## config.mk

```make
export PLATFORM = sky130hd
export DESIGN_NAME = sha3_block_builder
export DESIGN_NICKNAME = d
export VERILOG_FILES = /design/src/rtl/sha3_pkg.sv /design/src/rtl/sha3_block_builder.sv
export SDC_FILE = /design/constraint.sdc
export NUM_CORES = 2
export LEC_CHECK = 0
export ABC_CLOCK_PERIOD_IN_PS = 4160
export CORE_AREA = 4 4 430 432
export CTS_CLUSTER_DIAMETER = 120
export CTS_CLUSTER_SIZE = 10
export DETAILED_ROUTE_END_ITERATION = 8
export DIE_AREA = 0 0 434 436
export PLACE_DENSITY = 0.47
export SYNTH_ARGS = -nofsm -noshare
export SYNTH_HDL_FRONTEND = slang
export SYNTH_SLANG_ARGS = --single-unit
```

## constraint.sdc

```tcl
create_clock -name clk -period 4.16 [get_ports clk]
set_input_delay 0.624 -clock clk [delete_from_list [all_inputs] [get_ports clk]]
set_output_delay 0.624 -clock clk [all_outputs]
set_load 0.005 [all_outputs]
```

## src/rtl/sha3_pkg.sv

```systemverilog
// Shared constants and state encoding for the SHA3 rate-block builder.
// The Keccak/SHA3 domain pad choice is made in the builder via KECCAK_LEGACY_PAD_EN.
package sha3_pkg;

    localparam int RATE_BYTES_256 = 136;

    localparam logic [7:0] SHA3_DS   = 8'h06;
    localparam logic [7:0] KECCAK_DS = 8'h01;
    localparam logic [7:0] PAD_END   = 8'h80;

    typedef enum logic [1:0] {
        FILL   = 2'd0,
        PADBLK = 2'd1,
        HOLD   = 2'd2
    } state_t;

endpackage

```

## src/rtl/sha3_block_builder.sv

```systemverilog
// Packs a byte stream into SHA3 rate blocks and applies pad10*1 with the domain byte.
// Define KECCAK_LEGACY_PAD_EN to use the original Keccak domain byte (0x01) instead of 0x06.
module sha3_block_builder
    import sha3_pkg::*;
#(
    parameter int RATE_BYTES = RATE_BYTES_256
) (
    input  logic                    clk,
    input  logic                    rst,
    input  logic                    s_valid,
    output logic                    s_ready,
    input  logic [7:0]              s_data,
    input  logic                    s_last,
    input  logic                    s_empty,
    output logic                    m_valid,
    input  logic                    m_ready,
    output logic [8*RATE_BYTES-1:0] m_block,
    output logic                    m_last
);

    localparam logic [7:0] LAST_IDX = 8'(RATE_BYTES - 1);

`ifdef KECCAK_LEGACY_PAD_EN
    localparam logic [7:0] DOMAIN_PAD = KECCAK_DS;
`else
    localparam logic [7:0] DOMAIN_PAD = SHA3_DS;
`endif

    state_t                  state;
    state_t                  state_d;
    logic [7:0]              idx;
    logic [7:0]              idx_d;
    logic [7:0]              pad_idx;
    logic                    pending;
    logic                    pending_d;
    logic                    m_last_q;
    logic                    m_last_d;
    logic [8*RATE_BYTES-1:0] buffer;
    logic [8*RATE_BYTES-1:0] buffer_d;
    logic                    s_hs;
    logic                    m_hs;
    logic                    do_write;
    logic                    block_full;

    assign s_hs       = s_valid && (state == FILL);
    assign m_hs       = m_ready && (state == HOLD);
    assign do_write   = s_hs && !(s_last && s_empty);
    assign block_full = do_write && (idx == LAST_IDX);
    // Domain byte lands just past the final data byte (or at idx for an empty beat).
    assign pad_idx    = do_write ? (idx + 8'd1) : idx;

    always_ff @(posedge clk or negedge rst) begin
        if (!rst) begin
            state <= FILL;
        end else begin
            state <= state_d;
        end
    end

    always_comb begin
        state_d = state;
        case (state)
            FILL: begin
                if (s_hs && (s_last || (idx == LAST_IDX))) begin
                    state_d = HOLD;
                end
            end
            HOLD: begin
                if (m_hs) begin
                    state_d = pending ? PADBLK : FILL;
                end
            end
            PADBLK: begin
                state_d = HOLD;
            end
            default: begin
                state_d = FILL;
            end
        endcase
    end

    always_comb begin
        s_ready = (state == FILL);
        m_valid = (state == HOLD);
        m_block = buffer;
        m_last  = m_last_q;
    end

    always_ff @(posedge clk or negedge rst) begin
        if (!rst) begin
            buffer   <= '0;
            idx      <= '0;
            pending  <= 1'b0;
            m_last_q <= 1'b0;
        end else begin
            buffer   <= buffer_d;
            idx      <= idx_d;
            pending  <= pending_d;
            m_last_q <= m_last_d;
        end
    end

    // When the pad byte and the end marker hit the same byte they merge into DS|0x80.
    always_comb begin
        buffer_d  = buffer;
        idx_d     = idx;
        pending_d = pending;
        m_last_d  = m_last_q;
        case (state)
            FILL: begin
                if (do_write) begin
                    for (int i = 0; i < RATE_BYTES; i++) begin
                        if (idx == 8'(i)) begin
                            buffer_d[8*i +: 8] = s_data;
                        end
                    end
                    idx_d = idx + 8'd1;
                end
                if (s_hs) begin
                    if (s_last && block_full) begin
                        pending_d = 1'b1;
                        m_last_d  = 1'b0;
                    end else if (s_last) begin
                        for (int i = 0; i < RATE_BYTES; i++) begin
                            if (pad_idx == 8'(i)) begin
                                buffer_d[8*i +: 8] = buffer_d[8*i +: 8] ^ DOMAIN_PAD;
                            end
                        end
                        buffer_d[8*(RATE_BYTES-1) +: 8] = buffer_d[8*(RATE_BYTES-1) +: 8] | PAD_END;
                        m_last_d = 1'b1;
                    end else begin
                        m_last_d = 1'b0;
                    end
                end
            end
            HOLD: begin
                if (m_hs) begin
                    buffer_d  = '0;
                    idx_d     = '0;
                    pending_d = 1'b0;
                end
            end
            PADBLK: begin
                buffer_d = '0;
                buffer_d[7:0] = DOMAIN_PAD;
                buffer_d[8*(RATE_BYTES-1) +: 8] = buffer_d[8*(RATE_BYTES-1) +: 8] | PAD_END;
                m_last_d = 1'b1;
            end
            default: begin
                buffer_d = '0;
                idx_d    = '0;
            end
        endcase
    end

endmodule
```

==> Yosys cells after proc, flatten, opt, wreduce, memory -nomap -nowiden <==
Cells that the tools add are included.
{ "op_classes": {"addsub": 1, "n_eq_ne": 276, "muxes": 294, "bitwise": 137, "reduce_logical": 18} }
{ "op_table": {"columns": ["operator", "n"], "rows": [
  ["2-to-1 mux 1088 bit", 6],
  ["one-hot mux 1088 bit (3 select lines)", 1],
  ["2-to-1 mux 8 bit", 138],
  ["equality test 8 x 7 -> 1 bit, second input constant", 128],
  ["equality test 8 x 6 -> 1 bit, second input constant", 64],
  ["2-to-1 mux 3 bit", 136],
  ["inverter 2 bit", 136],
  ["equality test 8 x 5 -> 1 bit, second input constant", 32],
  ["equality test 8 x 4 -> 1 bit, second input constant", 16],
  ["equality test 8 bit, second input constant", 16],
  ["equality test 8 x 3 -> 1 bit, second input constant", 8],
  ["equality test 8 x 2 -> 1 bit, second input constant", 4],
  ["one-hot mux 8 bit (3 select lines)", 1],
  ["equality test 8 x 1 -> 1 bit, second input constant", 2],
  ["logical NOT 8 bit", 2],
  ["adder 8 x 1 -> 8 bit, second input constant", 1],
  ["inequality test 2 x 1 -> 1 bit, second input constant", 4],
  ["logical AND 1 bit", 7],
  ["2-to-1 mux 1 bit", 7],
  ["one-hot mux 2 bit (3 select lines)", 1],
  ["AND reduction 2 bit", 3],
  ["2-to-1 mux 2 bit", 2],
  ["one-hot mux 1 bit (2 select lines)", 2],
  ["AND reduction 4 bit", 1],
  ["7 further kinds", 8]
]} }
{ "word_totals": {"regBits": 1100, "inputBits": 14, "wordCells": 731} }

==> Longest topological paths before layout <==
{ "depth": {"depth_word": 11, "depth_mapped": 12} }

==> Least setup slack after synthesis <==
No wires, ideal clock.
{ "synth_timing": {"path_kind": "input port to flip-flop", "startpoint": "input port s_valid", "endpoint": "register buffer[169], in the netlist m_block[169]", "arrival_ns": 2.817, "t_required_ns": 4.022, "setup_slack_ns": 1.205, "cell_stages": 9, "path_buffers": 2, "path_cell_list": "or3b_4 > buf_6 > nor3_2 > mux2_2 > nor2_1 > clkbuf_1 > nand2_1 > xnor2_1 > o221ai_1"} }
{ "synth_between": {"elab_chain_cells": 10, "elab_cells_between_ends": 14} }
{ "synth_rtl": {"columns": ["item", "line", "text"], "rows": [
  ["start, declared", "sha3_block_builder.sv:10", "input logic s_valid,"],
  ["logical AND 1 bit *", "sha3_block_builder.sv:45", "assign s_hs = s_valid && (state == FILL);"],
  ["parallel branches: the longest is 7 deep, another holds 2-to-1 mux 1088 bit", null, null],
  ["2-to-1 mux 1088 bit *", "sha3_block_builder.sv:119", "if (s_hs) begin"],
  ["one-hot mux 1088 bit (3 select lines) *", "sha3_block_builder.sv:109", "case (state)"],
  ["end signal, assigned", "sha3_block_builder.sv:96", "buffer <= buffer_d;"],
  ["end, declared", "sha3_block_builder.sv:38", "logic [8*RATE_BYTES-1:0] buffer;"]
]} }
Mark *: on every way between the ends. The select of a mux whose other input is x is not followed.
A chain may end at the register's enable or synchronous reset.

==> Worst setup path in the final report <==
{ "layout_timing": {"startpoint": "register idx[1]", "endpoint": "register buffer[529], in the netlist m_block[529]"} }
{ "layout_between": {"elab_chain_cells": 10, "elab_cells_between_ends": 16} }
{ "layout_rtl": {"columns": ["item", "line", "text"], "rows": [
  ["start, declared", "sha3_block_builder.sv:31", "logic [7:0] idx;"],
  ["start signal, assigned", "sha3_block_builder.sv:97", "idx <= idx_d;"],
  ["parallel branches: the longest is 8 deep, another holds adder 8 x 1 -> 8 bit", null, null],
  ["2-to-1 mux 1088 bit *", "sha3_block_builder.sv:119", null],
  ["one-hot mux 1088 bit (3 select lines) *", "sha3_block_builder.sv:109", null]
]} }
Marks and branches as above.

==> flow_metrics.env <==
export IMPL_p_per_area_mw_per_mm2=371
export IMPL_grt_total_usage_pct=28.2
export IMPL_cts_buffer_depth=3
export IMPL_final_antenna_net_count=0
export IMPL_hold_path_class="in2reg"
export IMPL_synth_seq_cells=1100
export IMPL_synth_seq_area_share_pct=58.4
export IMPL_routed_wl_um=276000
export IMPL_switching_share_pct=30.8
export IMPL_worstPathArrival_ns=4.53
export IMPL_pin_count=1105
export IMPL_ys_async_sr_fraction_pct=100
export IMPL_fin_util_pct=36.6
export IMPL_crit_path_end_kind="register"
export IMPL_path_class="reg2reg"
export IMPL_rsz0062_at_grt="no"
export IMPL_synth_fa_ha_area_share_pct=0.106
export IMPL_h_tree_depth=3
export IMPL_period_minus_slack_ns=3.89
export IMPL_synthTopCellsByCount="1100 x dfrtp_1, 1058 x nand2_1, 866 x o21ai_0"
export IMPL_hold_path_endpoint="m_block[394]$_DFFE_PN0N_"
export IMPL_root_buffer="clkbuf_16"
export IMPL_worstHoldStart="s_data[2]"
export IMPL_max_freq_mhz=257
export IMPL_grt_antenna_before_repair=10
export IMPL_regToRegSetupSlack_ns=0.27
export IMPL_grt_pass1_vias=44100
export IMPL_drv_slew=0
export IMPL_final_setup_viol_count=0
export IMPL_yosys_area_top_type="dfrtp_1"
export IMPL_start_util_pct=26.1
export IMPL_dp_hpwl_um=207000
export IMPL_synth_net_count=4742
export IMPL_rr_endpoint="m_block[529]$_DFFE_PN0N_"
export IMPL_layout_drive_gt1_share_pct=9.16
export IMPL_grt_overflow_total=0
export IMPL_cp_start_kind="register"
export IMPL_worstRegToRegCells=10
export IMPL_yosysWarnings=0
export IMPL_port_buffers=1104
export IMPL_synth_top_family_by_area="compound AO/OA/AOI/OAI gates"
export IMPL_std_cell_rows=156
export IMPL_place_congestion=0.924
export IMPL_synthTopCellsByArea="dfrtp_1 58%, o21ai_0 9.2%, nand2_1 8.4%"
export IMPL_maxCapViolations=0
export IMPL_worstMarginPinSlew_ns=1.08
export IMPL_drc_errors=0
export IMPL_skew_ns=0.0402
export IMPL_fin_crit_sh_pct=93.6
export IMPL_fin_nets=5984
export IMPL_clock_sinks=1100
export IMPL_synth_cell_type_count=83
export IMPL_p_comb_share_pct=15.7
export IMPL_dieWidth_um=434
export IMPL_hold_viol=0
export IMPL_cp_max_fo=14
export IMPL_syn_area_mm2=0.0471
export IMPL_synth_edf_count=0
export IMPL_syn_avg_cell_area_um2=9.97
export IMPL_synth_top_area_share_pct=58.4
export IMPL_vias=44600
export IMPL_cp_required_ns=4.80
export IMPL_first_iter_violations=3665
export IMPL_synthXorXnorAreaFrac_pct=3.50
export IMPL_internal_power_mw=17.0
export IMPL_synth_ff_type="dfrtp_1"
export IMPL_wire_per_inst_um=33.0
export IMPL_coreArea_mm2=0.181
export IMPL_area_growth_syn_to_layout_pct=40.4
export IMPL_synth_compound_area_share_pct=21.0
export IMPL_grt_max_degree=103
export IMPL_switching_power_mw=7.57
export IMPL_dieArea_mm2=0.189
export IMPL_slew_headroom_pct=27.0
export IMPL_cts_buffers=121
export IMPL_grt_pass1_wl_um=377000
export IMPL_drtPass1Iterations=6
export IMPL_ir_drop_uv=301
export IMPL_leakagePower_nw=27.5
export IMPL_synth_cells=4724
export IMPL_r2r_start="idx[1]$_DFFE_PN0P_"
export IMPL_viasPerCell=5.34
export IMPL_status="completed"
export IMPL_postCtsSetupRepairBufs=0
export IMPL_hold_depth=3
export IMPL_power_frac_clock_pct=39.8
export IMPL_synth_most_common_cell="dfrtp_1"
export IMPL_clk_pin_slew_worst_paths_ns=0.07
export IMPL_muxShareOfSynthArea_pct=0.220
export IMPL_die_y_um=436
export IMPL_fin_tns_setup_ns=0
export IMPL_cts_tree="done"
export IMPL_synth_simple_gate_area_share_pct=14.2
export IMPL_clock_latency_ns=0.79
export IMPL_power_frac_seq_pct=44.5
==> stage by stage <==
stage	worst slack [ns]	hold WS, ns	cell area [um2]	power [mW]	instances
4_1_cts	0.330	0.197	66100	24.8	8344
3_5_place_dp	-0.253	0.469	62900	15.0	8212
3_3_place_gp	-0.273	0.461	62900	15.0	8212
2_1_floorplan	1.20	0.328	47100	12.7	4724
5_1_grt	0.195	0.252	66100	25.4	8345
6_report	0.266	0.272	66100	24.6	8348
==> layout by cell type, fill, tap and decap left out, types with 13 or more instances in the layout <==
cell type	synthesis	routed
dfrtp_1	1100	1100
clkdlybuf4s50_1	0	1099
nand2_1	1058	1056
o21ai_0	866	866
buf_4	3	271
nor2_1	198	193
a22o_1	186	186
xnor2_1	186	186
o221ai_1	144	144
clkbuf_16	0	123
nand3_1	97	97
a21oi_1	80	80
a221o_1	51	51
o211ai_1	39	39
buf_12	0	35
o21ai_1	29	29
a211oi_1	29	29
nor3_1	32	27
a22oi_1	25	25
or3_1	23	23
a31oi_1	21	21
o22ai_1	19	19
and2_1	15	14
nor3_2	13	14
nand2b_1	21	13
==> routing by layer <==
layer  track usage, %  wire length, um  up-vias
met1             34.8           110000    22900
met3             6.73            20200      459
met2             45.7           128000     1902
met5                0               12        -
li1                 -                -    19300
met4             15.1            17300        2
==> worst max-delay path by stage <==
stage,start,endpoint,slack (ns),depth (start not counted)
2_1_floorplan,s_valid,m_block[169]$_DFFE_PN0N_,1.20,9
3_3_place_gp,s_last,m_block[529]$_DFFE_PN0N_,-0.27,11
3_5_place_dp,s_last,m_block[529]$_DFFE_PN0N_,-0.25,11
4_1_cts,idx[1]$_DFFE_PN0P_,m_block[529]$_DFFE_PN0N_,0.33,10
5_1_grt,idx[1]$_DFFE_PN0P_,m_block[529]$_DFFE_PN0N_,0.19,10
6_report,idx[1]$_DFFE_PN0P_,m_block[529]$_DFFE_PN0N_,0.27,10
==> critical path: stages, from the launching register on <==
cell	delay, ns
dfrtp_1	0.37
ha_1	0.39
a21boi_0	0.66
nand4_1	0.26
nand3_1	0.32
nand3_1	0.38
buf_4	0.37
nor3_1	0.48
buf_4	0.23
xnor2_1	0.11
o221ai_1	0.14
==> power groups by stage <==
stage	sequential [mW]	combinational, mW	clock, mW
2_1_floorplan	11.1	1.56	0
6_report	10.9	3.86	9.77
4_1_cts	10.9	3.86	10.0
5_1_grt	10.9	4.04	10.4
3_3_place_gp	11.1	3.84	0
3_5_place_dp	11.1	3.85	0
==> logic make-up after synthesis <==
| logic type | Yosys count |
|---|---|
| compound gates | 1561 |
| xor+xnor | 188 |
| fa+ha+maj | 4 |
| buf+inv | 297 |
| flops | 1100 |
| mux | 10 |
| simple gates | 1564 |
==> cell type report <==
cell class	instances	area, um2
Antenna cell	4	10.0
Sequential cell	1100	27500
Clock inverter	8	114
Timing Repair Buffer	1409	13800
Inverter	7	41.3
Tap cell	2370	2970
Multi-Input combinational cell	3327	18600
Fill cell	18200	114000
Clock buffer	123	3080
==> registers in the layout (all words and copies together), names as in the netlist <==
signal,cells
m_block,1088
idx,8
state,2
m_last,1
pending,1
==> what timing repair did <==
action / CTS / global route
resized for setup: 0 / 0
hold buffers: 1 / 0
hold endpoints to repair: 37 / 0
Power figures use the tool's default switching activity.
